$ cat src/rtl/addsub_serial_ctrl.sv
// rtl/addsub_serial_ctrl.sv - WIDTH-bit add/sub through one shared 4-bit slice, LSB nibble first
// Optional abort input enabled by defining ADDSUB_SERIAL_ABORT_EN.
module addsub_serial_ctrl #(
    parameter int WIDTH = 16
) (
    input  logic             clk,
    input  logic             rst,
    input  logic             start,
    input  logic             ctrl,
    input  logic [WIDTH-1:0] a,
    input  logic [WIDTH-1:0] b,
`ifdef ADDSUB_SERIAL_ABORT_EN
    input  logic             abort,
`endif
    output logic             ready,
    output logic             done,
    output logic [WIDTH-1:0] sum,
    output logic             carry,
    output logic             overflow
);

    localparam int NIBBLES = WIDTH / 4;
    localparam int CW      = (NIBBLES > 1) ? $clog2(NIBBLES) : 1;

    typedef enum logic [1:0] {IDLE, RUN, DONE} state_t;

    state_t           state, state_next;
    logic [WIDTH-1:0] a_r, b_r, partial, partial_next;
    logic             ctrl_r, cy;
    logic [CW-1:0]    cnt;
    logic [3:0]       a_nib, b_nib, res;
    logic [4:0]       full;
    logic             cout, c_msb_in, last, abort_run;

`ifdef ADDSUB_SERIAL_ABORT_EN
    assign abort_run = abort;
`else
    assign abort_run = 1'b0;
`endif

    // Shared slice: subtract is a + ~b + 1, the +1 coming from the carry flop preload.
    always_comb begin
        a_nib        = a_r[{cnt, 2'b00} +: 4];
        b_nib        = b_r[{cnt, 2'b00} +: 4] ^ {4{ctrl_r}};
        full         = {1'b0, a_nib} + {1'b0, b_nib} + {4'b0000, cy};
        res          = full[3:0];
        cout         = full[4];
        c_msb_in     = a_nib[3] ^ b_nib[3] ^ res[3];
        partial_next = partial;
        partial_next[{cnt, 2'b00} +: 4] = res;
        last         = (cnt == CW'(NIBBLES - 1));
    end

    always_ff @(posedge clk) begin
        if (rst) state <= IDLE;
        else     state <= state_next;
    end

    always_comb begin
        state_next = state;
        case (state)
            IDLE:    if (start) state_next = RUN;
            RUN:     if (abort_run) state_next = IDLE;
                     else if (last) state_next = DONE;
            DONE:    state_next = IDLE;
            default: state_next = IDLE;
        endcase
    end

    always_comb begin
        ready = (state == IDLE);
        done  = (state == DONE);
    end

    always_ff @(posedge clk) begin
        if (rst) begin
            a_r      <= '0;
            b_r      <= '0;
            ctrl_r   <= 1'b0;
            cy       <= 1'b0;
            cnt      <= '0;
            partial  <= '0;
            sum      <= '0;
            carry    <= 1'b0;
            overflow <= 1'b0;
        end else begin
            case (state)
                IDLE: if (start) begin
                    a_r    <= a;
                    b_r    <= b;
                    ctrl_r <= ctrl;
                    cy     <= ctrl;
                    cnt    <= '0;
                end
                RUN: if (!abort_run) begin
                    partial <= partial_next;
                    cy      <= cout;
                    cnt     <= cnt + CW'(1);
                    if (last) begin
                        sum      <= partial_next;
                        carry    <= cout;
                        overflow <= c_msb_in ^ cout;
                    end
                end
                default: ;
            endcase
        end
    end

endmodule
$ cat config.mk
export PLATFORM = sky130hd
export DESIGN_NAME = addsub_serial_ctrl
export DESIGN_NICKNAME = d
export VERILOG_FILES = /design/src/rtl/addsub_serial_ctrl.sv
export SDC_FILE = /design/constraint.sdc
export NUM_CORES = 1
export LEC_CHECK = 0
export ABC_AREA = 1
export CORE_MARGIN = 5
export CORE_UTILIZATION = 50
export DETAILED_ROUTE_END_ITERATION = 8
export GPL_TIMING_DRIVEN = 0
export PLACE_DENSITY = 0.75
export SETUP_SLACK_MARGIN = 0.2
export SYNTH_ARGS = -nofsm -noshare
export SYNTH_HDL_FRONTEND = slang
export SYNTH_SLANG_ARGS = --single-unit
$ cat constraint.sdc
create_clock -name clk -period 2.93 [get_ports clk]
set_clock_uncertainty 0.15 [all_clocks]
set_input_delay 0.293 -clock clk [delete_from_list [all_inputs] [get_ports clk]]
set_output_delay 0.293 -clock clk [all_outputs]
set_load 0.02 [all_outputs]
---- After elaboration in Yosys (flattened, before gate mapping) ----
Cells that the tools add are included.
storage, ports and cells
  flip-flop bits (word level) ............. 72
  bits of input ports ..................... 36
  output and inout port bits .............. 20
  logic and storage cells ................. 41
operators by class
  add/subtract/negate cells ............... 4
  equal/unequal tests ..................... 5
  shift operators ......................... 4
  mux-type cells .......................... 8
  bitwise operators ....................... 4
  reduce and logical (&&, ||, !) cells .... 6
operators by type and width
  kind                    number
  $shiftx 16x5->4         2
  $bwmux 16               1
  $shift 4x6->16 const A  1
  $shiftx 4x6->16         1
  $pmux 2 s2              2
  $reduce_and 2->1        4
  $mux 2                  3
  $neg 4->6               1
  $add 4x4->5             1
  $add 5x1->5             1
  $eq 2x2->1 const B      2
  $ne 2x2->1 const B      2
  $xor 4x4->4             1
  $xor 1x1->1             3
  $add 2x1->2 const B     1
  $eq 2x1->1 const B      1
  $logic_not 2->1         1
  $pmux 1 s2              1
  $reduce_bool 2->1       1
  $mux 1                  1

---- Logic depth before layout (Yosys ltp) ----
Gate-level depths: netlist (run 1).
  depth in word-level cells ............... 6
  mapped depth ............................ 15
  depth with buffers taken out ............ 14

---- Worst setup path after synthesis (run 1) ----
No wires, ideal clock.
  kind .................................... reg-to-reg
  start point ............................. register cnt[0]
  end point ............................... register partial[6]
  setup time .............................. 115 ps
  arrival ................................. 2,410 ps
  data required time ...................... 2,665 ps
  setup slack ............................. 255 ps
  cell stages (with the launch flop) ...... 16
  path buffers ............................ 2
  clock period less this slack ............ 2,675 ps
  cell sequence ........................... dfxtp_1 inv_1 buf_4 buf_2 nand2_1 a32o_1 fa_1 fa_1 inv_1 nand2_1 nand2_1 nor2_1 nand2_1 o22ai_1 o21ai_0 inv_1
on the way
  word-level cells in the longest chain between the ends .. 6
  elaborated cells on any way between the ends .. 9
  those cells by class .................... add/sub: 3; shift: 4; mux: 1; bitwise: 1
ends and longest elaborated chain
  item                    RTL line  RTL
  start, declared         30        logic [CW-1:0] cnt;
  start signal, assigned  98        cnt <= cnt + CW'(1);
  $shiftx 16x5->4         44        b_nib = b_r[{cnt, 2'b00} +: 4] ^ {4{ctrl_r}};
  $xor 4x4->4             44
  $add 4x4->5             45        full = {1'b0, a_nib} + {1'b0, b_nib} + {4'b0000, cy};
  $add 5x1->5             45
  $shiftx 4x6->16         50        partial_next[{cnt, 2'b00} +: 4] = res;
  $bwmux 16 *             50
  end signal, assigned    96        partial <= partial_next;
  end, declared           28        logic [WIDTH-1:0] a_r, b_r, partial, partial_next;
Mark *: on every way between the ends. The rest lies on a longest branch, timed or not.
A chain may end at the register's enable or synchronous reset.

---- Worst setup path in the final report (run 1) ----
  start point ............................. register cnt[0]
  end point ............................... register partial[5]
The elaborated chain is that of the path after synthesis.

==> results of run 1 <==
==> metrics by stage <==
stage / cell area, um^2 / total power [uW] / worst slack [ps] / instances / hold WS (ps)
after detailed placement: 4090 / 1560 / -135 / 599 / 312
after global routing: 4480 / 2470 / 153 / 627 / 342
after CTS: 4350 / 2290 / 212 / 618 / 323
after global placement: 4090 / 1540 / -92.2 / 599 / 311
final: 4480 / 2340 / 304 / 627 / 319
after floorplan: 3440 / 1410 / 255 / 464 / 278
==> layout make-up <==
| cell class | instances | area (um^2) | share of cell area (%) |
|---|---|---|---|
| buffer | 25 | 190 | 4.24 |
| sequential | 72 | 1450 | 32.3 |
| inverter | 70 | 263 | 5.86 |
| multi-input combinational | 297 | 1640 | 36.5 |
| clock buffer | 13 | 179 | 3.99 |
| timing repair buffer | 70 | 663 | 14.8 |
| tap | 80 | 100 | 2.23 |
==> per-layer routing <==
layer  track usage, %  up-vias  wire length (um)
met5                0        -                 0
met1             23.6     1448              3750
li1                 -     1644                 -
met3             6.09       13               426
met4             7.20        0               141
met2             32.0       76              3820
==> how the worst max path moves through the flow <==
| stage | from | end | depth (start not counted) |
|---|---|---|---|
| floorplan | cnt[0] | partial[6] | 15 |
| global placement | cnt[0] | partial[6] | 14 |
| detailed placement | cnt[0] | partial[6] | 15 |
| CTS | cnt[1] | partial[10] | 15 |
| global route | cnt[0] | partial[5] | 12 |
| finish | cnt[0] | partial[5] | 12 |
==> flip-flops by register name (all words and copies together) (netlist names) <==
| name | cells |
|---|---|
| a_r | 16 |
| b_r | 16 |
| carry | 1 |
| cnt | 2 |
| ctrl_r | 1 |
| cy | 1 |
| overflow | 1 |
| partial | 16 |
| state | 2 |
| sum | 16 |
==> what timing repair did <==
| item | in CTS | in global routing |
|---|---|---|
| cloned | 0 | 0 |
| resized for setup | 16 | 23 |
| setup buffers | 6 | 9 |
| endpoints found under the setup margin | 24 | 18 |
| pin swaps | 2 | 9 |
==> worst max-delay path: stages, from the launching register on <==
cell,delay (ps)
dfxtp_4,360
inv_2,70
buf_6,130
buf_8,110
nand2_1,50
a32o_2,260
fa_2,400
fa_2,540
nor2_1,60
nand2_1,120
o22ai_2,90
o21ai_1,130
inv_1,50
==> power groups by stage <==
| stage | registers, uW | clock network [uW] | logic, uW |
|---|---|---|---|
| detailed placement | 1090 | 0 | 462 |
| global route | 1080 | 779 | 606 |
| floorplan | 1090 | 0 | 322 |
| global placement | 1090 | 0 | 448 |
| CTS | 1070 | 737 | 484 |
| finish | 1070 | 717 | 547 |
==> cells by family (layout without fill, tap and decap cells) <==
group,after synthesis,count (layout),synth area share [%]
compound gates,130,130,22.0
xor+xnor,6,6,1.53
fa+ha+maj,11,11,4.44
buf+inv,95,178,12.1
flops,72,72,41.9
simple gates,150,150,18.0
==> cells in the final DEF, fill, tap and decap left out, types with 4 or more instances in the layout <==
master	synthesis	routed
o21a_1	13	13
buf_4	6	18
dfxtp_1	72	70
xor2_1	6	6
clkbuf_1	7	7
inv_2	5	7
a21oi_2	6	7
o21bai_1	4	4
inv_1	65	63
nand2_1	41	39
o21ai_0	58	50
nand3_1	12	12
buf_6	4	6
o22ai_1	14	10
o21ai_1	15	21
clkbuf_8	0	13
a21oi_1	15	14
nor2_1	90	88
o22ai_2	0	4
clkdlybuf4s50_1	0	55
ha_1	9	8
==> qor.yml, run 1 <==
rsz0062_at_grt: "yes"
r2r-end: "partial[5]"
die-area_mm2: 0.00864
grt_pass1_vias: 2946
p_leak_uw: 0.00210
via_count: 3181
startpoint_type: "flop"
io-pin-count: 56
finalSetupTns_ps: 0
syn_avg_cell_area_um2: 7.42
yosys_warnings: 0
hold_end: "overflow"
ys_top_cells_by_count: "nor2_1 (90), dfxtp_1 (72), inv_1 (65), o21ai_0 (58), nand2_1 (41)"
portBuffers: 55
synth_seq_area_share_pct: 41.9
drc_errors: 0
p_sw_share_pct: 28.5
initial_core_util_pct: 50.9
p_int_uw: 1670
cap_violations: 0
status: "finished, final reports clean"
final_hold_viol_count: 0
yosys.area.top_type: "dfxtp_1"
slew_headroom_pct: 61.1
cts_tree: "built"
cts.reportedPaths.clkPinSlew_ps: 70
switchingPower_uw: 666
period_share_pct: 89.6
clock_latency_ps: 340
wl_mm: 8.14
worst_pin_slew_ps: 584
cp_max_fo: 6
worstPathRequired_ps: 3020
worstReg2RegStart: "cnt[0]"
holdBufCountCts: 0
ir_drop_uv: 405
gp_congestion: 0.915
drtIter0Drc: 138
grt_max_degree: 11
seqPwrFrac_pct: 45.9
antenna_cells: 0
ant_nets: 0
synth-edff-count: 0
reg2reg_depth: 12
cellPowerDensity_mw_per_mm2: 522
ys_async_sr_fraction_pct: 0
viasPerCell: 5.07
drive_above_1_share_pct: 14.6
crit_path_end_kind: "flop"
syn-cell-area_mm2: 0.00344
htreeDepth: 3
ys.flop_type: "dfxtp_1"
clk_path_buf_depth: 2
die_w_um: 93.0
clkSinkCount: 72
grt_first_pass_wirelength_mm: 13.2
area_delta_synth_final_pct: 30.2
synth-seq-cells: 72
setup_viol: 0
power_frac_clock_pct: 30.7
fillers: 587
hold_depth: 2
place_hpwl_mm: 5.93
routedWlPerCell_um: 13.0
final_core_util_pct: 66.3
comb_power_share_pct: 23.4
layout.nets: 592
synth_nets: 511
worstSetupPathType: "flop to flop"
synth_top_area_share_pct: 41.9
yosysUniqueCellTypes: 32
track_usage_pct: 19.4
synthCells: 464
antenna_found_initial: 0
finalCriticalPeriod_ps: 2630
hp-start: "overflow"
hold_class: "flop to flop"
rrSetupSlack_ps: 300
synthTopCellsByArea: "dfxtp_1 (42%), nor2_1 (9.8%), o21ai_0 (8.4%)"
dr.pass1.iters: 4
core-area_mm2: 0.00676
finalMaxSlewViolations: 0
rows: 30
arrival_ps: 2720
die_h_um: 93.0
fmax_ghz: 0.381
yosys.cell_count.top_type: "nor2_1"
cts_buffers: 9
grt-ovfl-total: 0
cts-root-buf: "clkbuf_8"
(Power assumes the default switching activity.)
==> run 2, diff against run 1 <==
--- a/config.mk
+++ b/config.mk
@@ -6,11 +6,13 @@
 export NUM_CORES = 1
 export LEC_CHECK = 0
 export ABC_AREA = 1
+export CELL_PAD_IN_SITES_DETAIL_PLACEMENT = 0
+export CELL_PAD_IN_SITES_GLOBAL_PLACEMENT = 2
 export CORE_MARGIN = 5
-export CORE_UTILIZATION = 50
+export CORE_UTILIZATION = 30
 export DETAILED_ROUTE_END_ITERATION = 8
 export GPL_TIMING_DRIVEN = 0
-export PLACE_DENSITY = 0.75
+export PLACE_DENSITY_LB_ADDON = 0.1
 export SETUP_SLACK_MARGIN = 0.2
 export SYNTH_ARGS = -nofsm -noshare
 export SYNTH_HDL_FRONTEND = slang
==> qor.yml, run 2 (synthesized netlist as in run 1, its figures left out) <==
slew_headroom_pct: 56.8  # was 61.1%
io-pin-count: 56  # unchanged
startpoint: "cnt[0]"  # unchanged
arrival_ps: 2830  # was 2720 ps
finalCriticalPeriod_ps: 2700  # was 2630 ps
ir_drop_uv: 222  # was 405 uV
cpPeakStageDelay_ps: 410  # was 540 ps
worstSetupPathType: "flop to flop"  # unchanged
antenna_found_initial: 0  # unchanged
cpMostUsedCell: "fa_2"
cts_tree: "built"  # unchanged
grt_first_pass_wirelength_mm: 15.5  # was 13.2 mm
initial_core_util_pct: 30.4  # was 50.9%
post_dp_cell_area_mm2: 0.00417  # was 0.00409 mm^2
final_common_cell: "nor2_1"  # unchanged
drc_errors: 0  # unchanged
period_share_pct: 92.0  # was 89.6%
setup_viol: 0  # unchanged
clock_latency_ps: 340  # about the same
startpoint_type: "flop"  # unchanged
routedWlPerCell_um: 13.8  # was 13.0 um
clk_path_buf_depth: 2  # unchanged
fmax_ghz: 0.371  # was 0.381 GHz
area_delta_synth_final_pct: 40.1  # was 30.2%
worst-path-stages: 13  # was 12
dpl.cell_count: 662  # was 599
htreeDepth: 3  # unchanged
antenna_cells: 0  # unchanged
reg2reg_depth: 13  # was 12
portBuffers: 55  # unchanged
fillers: 1210  # was 587
cap_violations: 0  # unchanged
cp_max_fo: 7  # was 6
r2r-end: "partial[2]"  # was partial[5]
die_h_um: 117  # was 93.0 um
p_leak_uw: 0.00221  # was 0.00210 uW
holdBufCountCts: 0  # unchanged
final_hold_viol_count: 0  # unchanged
die_w_um: 117  # was 93.0 um
cp.buffers_inverters: 4  # unchanged
crit_end: "partial[2]"  # was partial[5]
gp_congestion: 0.743  # was 0.915
via_count: 3166  # was 3181
finalMaxSlewViolations: 0  # unchanged
rsz0062_at_grt: "yes"  # unchanged
crit_path_end_kind: "flop"  # unchanged
final_cell_area_mm2: 0.00482  # was 0.00448 mm^2
clkSinkCount: 72  # unchanged
drive_above_1_share_pct: 17.5  # was 14.6%
cts.reportedPaths.clkPinSlew_ps: 60  # was 70 ps
finalPower_uw: 2930  # was 2340 uW
status: "finished, final reports clean"  # unchanged
layout.nets: 596  # was 592
grt_pass1_vias: 3127  # was 2946
viasPerCell: 4.54  # was 5.07
drtIter0Drc: 113  # was 138
final_core_util_pct: 42.6  # was 66.3%
core-area_mm2: 0.0113  # was 0.00676 mm^2
final_cell_mix: "nor2_1 (88), dfxtp_1 (70), inv_1 (62)"  # was nor2_1 (88), dfxtp_1 (70), inv_1 (63)
worstPathRequired_ps: 3070  # was 3020 ps
finalSetupTns_ps: 0  # unchanged
worst_pin_slew_ps: 648  # was 584 ps
wl_mm: 9.63  # was 8.14 mm
die-area_mm2: 0.0137  # was 0.00864 mm^2
cellPowerDensity_mw_per_mm2: 608  # was 522 mW/mm^2
place_hpwl_mm: 6.99  # was 5.93 mm
cts-root-buf: "clkbuf_16"  # was clkbuf_8
worstReg2RegStart: "cnt[0]"  # unchanged
rrSetupSlack_ps: 230  # was 300 ps
finalNonFillerCells: 697  # was 627
ant_nets: 0  # unchanged
grt_max_degree: 13  # was 11
critical_path.top_delay_family: "adder cells"  # unchanged
dr.pass1.iters: 4  # unchanged
cts_buffers: 9  # unchanged
grt-ovfl-total: 0  # unchanged
cpMaxStageDelayCell: "fa_2"  # unchanged
rows: 39  # was 30
cp_cell_sequence: "inv_4, buf_6, nor2_1, o22ai_2, xor2_1, fa_2, fa_2, nand2_1, nand2_4, buf_4, o22ai_1, o21ai_0, inv_1"  # was inv_2, buf_6, buf_8, nand2_1, a32o_2, fa_2, fa_2, nor2_1, nand2_1, o22ai_2, o21ai_1, inv_1
hold_class: "flop to flop"  # unchanged
track_usage_pct: 14.9  # was 19.4%
==> run 2: worst min-delay path by stage <==
stage	from	end	depth (start not counted)
finish	cy	cy	2
global route	overflow	overflow	2
global placement	cy	cy	2
detailed placement	cy	cy	2
CTS	cy	cy	2
floorplan	b[0]	b_r[0]	2
==> run 2: worst register-to-register path, stage by stage (launching register included) <==
cell and delay [ps]:
dfxtp_4 390, inv_4 40, buf_6 130, nor2_1 130
o22ai_2 120, xor2_1 190, fa_2 370, fa_2 410
nand2_1 120, nand2_4 80, buf_4 130, o22ai_1 190
o21ai_0 110, inv_1 80
==> run 2: layout make-up <==
cell class	instances	area [um^2]	share of cell area [%]
buffer	25	190	3.95
sequential	72	1450	30.1
tap	143	179	3.71
clock inverter	6	108	2.23
multi-input combinational	297	1710	35.4
timing repair buffer	74	693	14.4
inverter	70	265	5.50
clock buffer	10	229	4.75
==> run 2: power breakdown <==
part | internal (uW) | switching (uW)
Clock | 829 | 441
Combinational | 258 | 329
Sequential | 1040 | 31.1
==> run 2: what timing repair did <==
| action | in CTS | in global routing |
|---|---|---|
| pin swaps | 2 | 15 |
| hold endpoints to repair | 0 | 0 |
| gates resized for setup | 19 | 38 |
| endpoints found under the setup margin | 31 | 22 |
| setup buffers | 10 | 9 |
==> run 2: per-stage QoR <==
stage / hold WS (ps) / setup WS (ps)
after floorplan: 278 / 255
after global placement: 318 / -200
after detailed placement: 330 / -248
after CTS: 338 / 209
after global routing: 363 / 132
final: 335 / 235
==> run 2: metal layers <==
layer	GRT usage, %	vias up	share of wire [%]	wire length (um)
met5	0	-	0	0
met4	8.10	0	2.5	241
met2	24.5	51	48	4660
met1	18.6	1437	46	4440
li1	-	1661	-	-
met3	2.47	17	2.9	283
